**src/rtl/aline_pkg.sv**
```systemverilog
// ============================================================================
// Module : aline_pkg
// Shared state encoding and default sizes for the A-line buffer path.
// Rev    : 1.0
// ============================================================================
`default_nettype none

package aline_pkg;

    localparam int AL_ADDR_W   = 5;
    localparam int AL_DATA_W   = 8;
    localparam int AL_LINE_LEN = 32;

    typedef enum logic [2:0] {
        IDLE    = 3'd0,
        FILL    = 3'd1,
        RD_ADDR = 3'd2,
        RD_WAIT = 3'd3,
        SEND    = 3'd4,
        DONE    = 3'd5
    } state_t;

endpackage

`default_nettype wire

```
**src/rtl/aline_drain_fsm.sv**
```systemverilog
// ============================================================================
// Module : aline_drain_fsm
// Reads the stored A-line back one byte at a time and hands it to UART TX.
// Rev    : 1.0
// ============================================================================
`default_nettype none

module aline_drain_fsm
    import aline_pkg::*;
#(
    parameter int ADDR_W   = AL_ADDR_W,
    parameter int DATA_W   = AL_DATA_W,
    parameter int LINE_LEN = AL_LINE_LEN
) (
    input  logic              clk,
    input  logic              rst_n,
    input  logic              go_i,
    input  logic              tx_ready_i,
    input  logic [DATA_W-1:0] ram_dout_i,
    output logic              tx_valid_o,
    output logic [DATA_W-1:0] tx_data_o,
    output logic              addr_ld_o,
    output logic [ADDR_W-1:0] addr_nxt_o,
    output logic              last_o
);

    localparam logic [ADDR_W-1:0] LAST_IDX = ADDR_W'(LINE_LEN - 1);

    state_t              state_q;
    logic [ADDR_W-1:0]   rd_ptr_q;
    logic                tx_valid_q;
    logic [DATA_W-1:0]   tx_data_q;
    logic                hs;

    assign hs         = (state_q == SEND) && tx_valid_q && tx_ready_i;
    assign last_o     = hs && (rd_ptr_q == LAST_IDX);
    // The next read address is issued on the handshake edge so RAM data is ready in RD_WAIT.
    assign addr_ld_o  = hs && (rd_ptr_q != LAST_IDX);
    assign addr_nxt_o = rd_ptr_q + ADDR_W'(1);
    assign tx_valid_o = tx_valid_q;
    assign tx_data_o  = tx_data_q;

    always_ff @(posedge clk or negedge rst_n) begin
        if (!rst_n) begin
            state_q    <= IDLE;
            rd_ptr_q   <= '0;
            tx_valid_q <= 1'b0;
            tx_data_q  <= '0;
        end else begin
            case (state_q)
                IDLE: begin
                    if (go_i) begin
                        rd_ptr_q <= '0;
                        state_q  <= RD_ADDR;
                    end
                end
                RD_ADDR: state_q <= RD_WAIT;
                RD_WAIT: begin
                    tx_data_q  <= ram_dout_i;
                    tx_valid_q <= 1'b1;
                    state_q    <= SEND;
                end
                SEND: begin
                    if (hs) begin
                        tx_valid_q <= 1'b0;
                        if (rd_ptr_q == LAST_IDX) begin
                            state_q <= IDLE;
                        end else begin
                            rd_ptr_q <= rd_ptr_q + ADDR_W'(1);
                            state_q  <= RD_ADDR;
                        end
                    end
                end
                default: state_q <= IDLE;
            endcase
        end
    end

endmodule

`default_nettype wire

```
**src/rtl/aline_buffer_ctrl.sv**
```systemverilog
// ============================================================================
// Module : aline_buffer_ctrl
// Captures one A-line into the storage RAM, then drains it to UART TX.
// Rev    : 1.0
// ============================================================================
`default_nettype none

module aline_buffer_ctrl
    import aline_pkg::*;
#(
    parameter int ADDR_W   = AL_ADDR_W,
    parameter int DATA_W   = AL_DATA_W,
    parameter int LINE_LEN = AL_LINE_LEN
) (
    input  logic              clk,
    input  logic              rst_n,
    input  logic              start_i,
    input  logic              cap_valid_i,
    input  logic [DATA_W-1:0] cap_data_i,
    input  logic              tx_ready_i,
    output logic              tx_valid_o,
    output logic [DATA_W-1:0] tx_data_o,
    output logic [ADDR_W-1:0] ram_addr_o,
    output logic [DATA_W-1:0] ram_din_o,
    output logic              ram_wr_en_o,
    input  logic [DATA_W-1:0] ram_dout_i,
    output logic              busy_o,
    output logic              done_o,
    output logic              err_o,
    input  logic              clr_err_i
);

    localparam logic [ADDR_W-1:0] LAST_IDX = ADDR_W'(LINE_LEN - 1);

    // phase_q holds RD_ADDR for the whole drain; the sub-FSM tracks the finer steps.
    state_t              phase_q;
    logic [ADDR_W-1:0]   wr_ptr_q;
    logic [ADDR_W-1:0]   ram_addr_q;
    logic [DATA_W-1:0]   ram_din_q;
    logic                ram_wr_en_q;
    logic                busy_q;
    logic                done_q;
    logic                err_q;

    logic                fill_end;
    logic                err_set;
    logic                drain_addr_ld;
    logic                drain_last;
    logic [ADDR_W-1:0]   drain_addr_nxt;

    assign fill_end = (phase_q == FILL) && ram_wr_en_q && (ram_addr_q == LAST_IDX);
    assign err_set  = (start_i && busy_q) ||
                      (cap_valid_i && ((phase_q == RD_ADDR) || (phase_q == DONE)));

    aline_drain_fsm #(
        .ADDR_W   (ADDR_W),
        .DATA_W   (DATA_W),
        .LINE_LEN (LINE_LEN)
    ) u_drain (
        .clk        (clk),
        .rst_n      (rst_n),
        .go_i       (fill_end),
        .tx_ready_i (tx_ready_i),
        .ram_dout_i (ram_dout_i),
        .tx_valid_o (tx_valid_o),
        .tx_data_o  (tx_data_o),
        .addr_ld_o  (drain_addr_ld),
        .addr_nxt_o (drain_addr_nxt),
        .last_o     (drain_last)
    );

    always_ff @(posedge clk or negedge rst_n) begin
        if (!rst_n) begin
            phase_q     <= IDLE;
            wr_ptr_q    <= '0;
            ram_addr_q  <= '0;
            ram_din_q   <= '0;
            ram_wr_en_q <= 1'b0;
            busy_q      <= 1'b0;
            done_q      <= 1'b0;
            err_q       <= 1'b0;
        end else begin
            case (phase_q)
                IDLE: begin
                    if (start_i) begin
                        wr_ptr_q <= '0;
                        busy_q   <= 1'b1;
                        phase_q  <= FILL;
                    end
                end
                FILL: begin
                    // Once the final write is on the port, switch straight to reading address 0.
                    if (fill_end) begin
                        ram_wr_en_q <= 1'b0;
                        ram_addr_q  <= '0;
                        phase_q     <= RD_ADDR;
                    end else if (cap_valid_i) begin
                        ram_wr_en_q <= 1'b1;
                        ram_addr_q  <= wr_ptr_q;
                        ram_din_q   <= cap_data_i;
                        if (wr_ptr_q != LAST_IDX) begin
                            wr_ptr_q <= wr_ptr_q + ADDR_W'(1);
                        end
                    end else begin
                        ram_wr_en_q <= 1'b0;
                    end
                end
                RD_ADDR: begin
                    if (drain_addr_ld) begin
                        ram_addr_q <= drain_addr_nxt;
                    end
                    if (drain_last) begin
                        done_q  <= 1'b1;
                        phase_q <= DONE;
                    end
                end
                DONE: begin
                    done_q  <= 1'b0;
                    busy_q  <= 1'b0;
                    phase_q <= IDLE;
                end
                default: phase_q <= IDLE;
            endcase

            if (err_set) begin
                err_q <= 1'b1;
            end else if (clr_err_i) begin
                err_q <= 1'b0;
            end
        end
    end

    assign ram_addr_o  = ram_addr_q;
    assign ram_din_o   = ram_din_q;
    assign ram_wr_en_o = ram_wr_en_q;
    assign busy_o      = busy_q;
    assign done_o      = done_q;
    assign err_o       = err_q;

endmodule

`default_nettype wire
```
**config.mk**
```make
export PLATFORM = sky130hd
export DESIGN_NAME = aline_buffer_ctrl
export DESIGN_NICKNAME = d
export VERILOG_FILES = /design/src/rtl/aline_pkg.sv /design/src/rtl/aline_drain_fsm.sv /design/src/rtl/aline_buffer_ctrl.sv
export SDC_FILE = /design/constraint.sdc
export NUM_CORES = 1
export LEC_CHECK = 0
export CAP_MARGIN = 20
export CELL_PAD_IN_SITES_DETAIL_PLACEMENT = 0
export CELL_PAD_IN_SITES_GLOBAL_PLACEMENT = 1
export CORE_ASPECT_RATIO = 1.4
export CORE_MARGIN = 10
export CORE_UTILIZATION = 42
export CTS_CLUSTER_DIAMETER = 40
export CTS_CLUSTER_SIZE = 16
export DETAILED_ROUTE_END_ITERATION = 10
export PLACE_DENSITY_LB_ADDON = 0.1
export SLEW_MARGIN = 40
export SYNTH_ARGS = -nofsm -noshare
export SYNTH_HDL_FRONTEND = slang
export SYNTH_SLANG_ARGS = --single-unit
```
**constraint.sdc**
```tcl
create_clock -name clk -period 3.5 [get_ports clk]
set_input_delay 0.7 -clock clk [delete_from_list [all_inputs] [get_ports clk]]
set_output_delay 0.7 -clock clk [all_outputs]
set_load 0.01 [all_outputs]
```
==> flow_metrics.tcl <==
set metrics [dict create \
    grt_overflow 0 \
    hold_buffers 0 \
    drt_drc_violations_left 0 \
    required_ns 3.69 \
    crit_top_cell "ha_1" \
    clock_skew_ns 0.004569 \
    dpl.cell_count 275 \
    startpoint_type "register" \
    cts_tree "yes" \
    detailroute.via_count 1519 \
    yosysSeqAreaShare_pct 51.88 \
    wl_per_cell_um 16.53 \
    drt_iter0_drc 71 \
    grt_pass1_vias 1592 \
    syn_nets 198 \
    h-tree-depth 2 \
    synth-edff-count 0 \
    setup_viol 0 \
    yosys_warnings 0 \
    drv_slew 0 \
    drv_cap 0 \
    synth_common_cells "dfrtp_1, nand2_1, mux2_2" \
    rsz0062_at_grt "no" \
    drtAntennaViolNets 0 \
    post-cts-setup-buffer-count 0 \
    cts.sinks 42 \
    drive_gt1_share_pct 16.29 \
    worst_pin_slew_ns 0.5271 \
    fill_cells 406 \
    portBuffers 47 \
    synth_area_leaders "dfrtp_1, mux2_2, mux2_4" \
    syn_avg_cell_area_um2 11.78 \
    synth_area_um2 2026 \
    cp.arrival_ns 2.56 \
    grt_pass1_wl_um 7997 \
    peakVddDrop_uv 306.4 \
    synth_top_area_share_pct 51.88 \
    path_class "register to register" \
    period_needed_ns 2.366 \
    drt-vias-per-instance 5.367 \
    cts.repair.resized 0 \
    place_hpwl_um 3562 \
    ys.flop_type "dfrtp_1" \
    path_clk_slew_ns 0.08 \
    routed_wl_um 4679 \
    power_leakage_uw 0.001164 \
    grt_max_degree 43 \
    slew_headroom_pct 64.86 \
    crit_path_cell_trace "ha_1 > and3_1 > ha_1 > nand4b_1 > nand2b_1 > o22ai_4 > mux2_2" \
    row_count 29 \
    p_per_area_nw_per_um2 334.4 \
    core_um2 4608 \
    cts-root-buf "clkbuf_8" \
    async_reset_ff_share_pct 100.0 \
    yosysMostFrequentCell "dfrtp_1" \
    die_area_um2 8040 \
    tns_ns 0 \
    clock_latency_ns 0.30 \
    top_level_ports 48 \
    n_antenna_cell 0 \
    firstDrtPassIters 6 \
    antenna_found_initial 0 \
    cp-end-kind "register" \
    hold_class "input pin to asynchronous set/reset pin" \
    die_y_um 102.2 \
    grtUsageTotal_pct 12.30 \
    place_area_um2 2532 \
    finalInstanceArea_um2 2628 \
    numCtsBuffers 5 \
    slowest_stage "dfrtp_1" \
    nets 246 \
    period_share_pct 67.60 \
    start_util_pct 43.96 \
    ys_seq_elements 42 \
    max_stage_delay_ns 0.43 \
    crit_fanout 5 \
    syn-instance-count 172 \
    clockBufferDepth 2 \
    synth_area_leader_cell "dfrtp_1" \
    max_freq_mhz 422.7 \
    gp_congestion 0.8455 \
    status "finished, final reports clean" \
    area_growth_pct 29.71 \
    fin_cells 283 \
    synth.distinct_cells 43 \
    fp.dieW_um 78.70 \
    hold_viol 0 \
]
==> layout make-up <==
| cell class | count | area [um2] | area share [%] |
|---|---|---|---|
| Inverter | 5 | 18.77 | 0.7143 |
| Tap cell | 62 | 77.57 | 2.952 |
| Multi-Input combinational cell | 119 | 917.1 | 34.90 |
| Timing Repair Buffer | 47 | 467.9 | 17.81 |
| Sequential cell | 42 | 1051 | 40.00 |
| Clock inverter | 2 | 12.51 | 0.4762 |
| Clock buffer | 6 | 82.58 | 3.143 |
==> layer usage <==
layer  global-route usage [%]  vias up  share of wire, %
met3                    5.448        8               7.0
met1                    14.00      747                42
met4                    4.149        0               1.5
met2                    20.18       38                50
li1                         -      726                 -
met5                        0        -                 0
==> state kept, by name, summed over array words and instances, names as in the netlist, 3 cells and up <==
signal             cells
phase_q                3
u_drain.tx_data_o      8
ram_addr_o             5
wr_ptr_q               5
u_drain.state_q        3
ram_din_o              8
u_drain.rd_ptr_q       5
==> worst max-delay path, delay by kind of cell (launching register included) <==
kind	cells	cell delay, ns
flip-flops	1	0.43
multiplexers	1	0.37
AND/OR/NAND/NOR	3	0.73
AO/OA/AOI/OAI	1	0.27
adder cells (fa/ha/maj)	2	0.47
==> power breakdown <==
group | switching (uW) | internal [uW] | total, uW
clock network | 173 | 159 | 331
logic | 21.5 | 33.5 | 55.0
registers | 2.49 | 490 | 492
==> cell usage in the layout, fill, tap and decap left out, types with 2 or more instances in the layout <==
| cell | count |
|---|---|
| a21oi_1 | 8 |
| a22o_1 | 4 |
| and2_1 | 4 |
| and3_1 | 2 |
| and4_1 | 2 |
| clkbuf_8 | 6 |
| clkdlybuf4s50_1 | 46 |
| dfrtp_1 | 42 |
| ha_1 | 4 |
| inv_1 | 5 |
| mux2_2 | 14 |
| mux2_4 | 8 |
| nand2_1 | 15 |
| nand2b_1 | 2 |
| nand3_1 | 7 |
| nand3b_1 | 2 |
| nor2_1 | 7 |
| nor3_1 | 2 |
| o211ai_1 | 4 |
| o21ai_0 | 6 |
| o22ai_1 | 3 |
| o2bb2ai_1 | 4 |
| or4_1 | 2 |
==> path summary, 6_finish.rpt <==
| kind | start | endpoint | slack (ns) | depth (start not counted) |
|---|---|---|---|---|
| hold reg to reg | u_drain.tx_data_o[0] | u_drain.tx_data_o[0] | 0.51 | 1 |
| hold / removal | rst_n | wr_ptr_q[4] | 0.38 | 1 |
| setup / recovery | u_drain.rd_ptr_q[0] | ram_addr_o[0] | 1.13 | 7 |
| setup reg to reg | u_drain.rd_ptr_q[0] | ram_addr_o[0] | 1.13 | 7 |
| max in group asynchronous | rst_n | u_drain.tx_data_o[4] | 2.76 | 1 |
| min in group clk | u_drain.tx_data_o[0] | u_drain.tx_data_o[0] | 0.51 | 1 |
==> cells by family after synthesis <==
| kind of cell | count (synthesis) | share of synthesized area, % |
|---|---|---|
| buffers and inverters | 11 | 2.841 |
| AO/OA/AOI/OAI | 36 | 12.97 |
| multiplexers | 22 | 13.71 |
| AND/OR/NAND/NOR | 55 | 15.26 |
| adder cells (fa/ha/maj) | 4 | 2.471 |
| XOR/XNOR | 2 | 0.8649 |
| flip-flops | 42 | 51.88 |
==> per-stage QoR <==
stage / util (%) / total power (uW) / worst slack [ns] / hold slack [ns]
floorplan: - / 511.6 / 1.376 / 0.4044
global placement: 54.90 / 556.9 / 1.109 / 0.4869
detailed placement: 54.96 / 558.7 / 1.058 / 0.4966
CTS: 57.02 / 896.5 / 1.113 / 0.3911
global route: 57.02 / 914.5 / 0.9627 / 0.4055
finish: 57.02 / 878.7 / 1.134 / 0.3770
No activity file was read; power rests on OpenSTA's default activity.
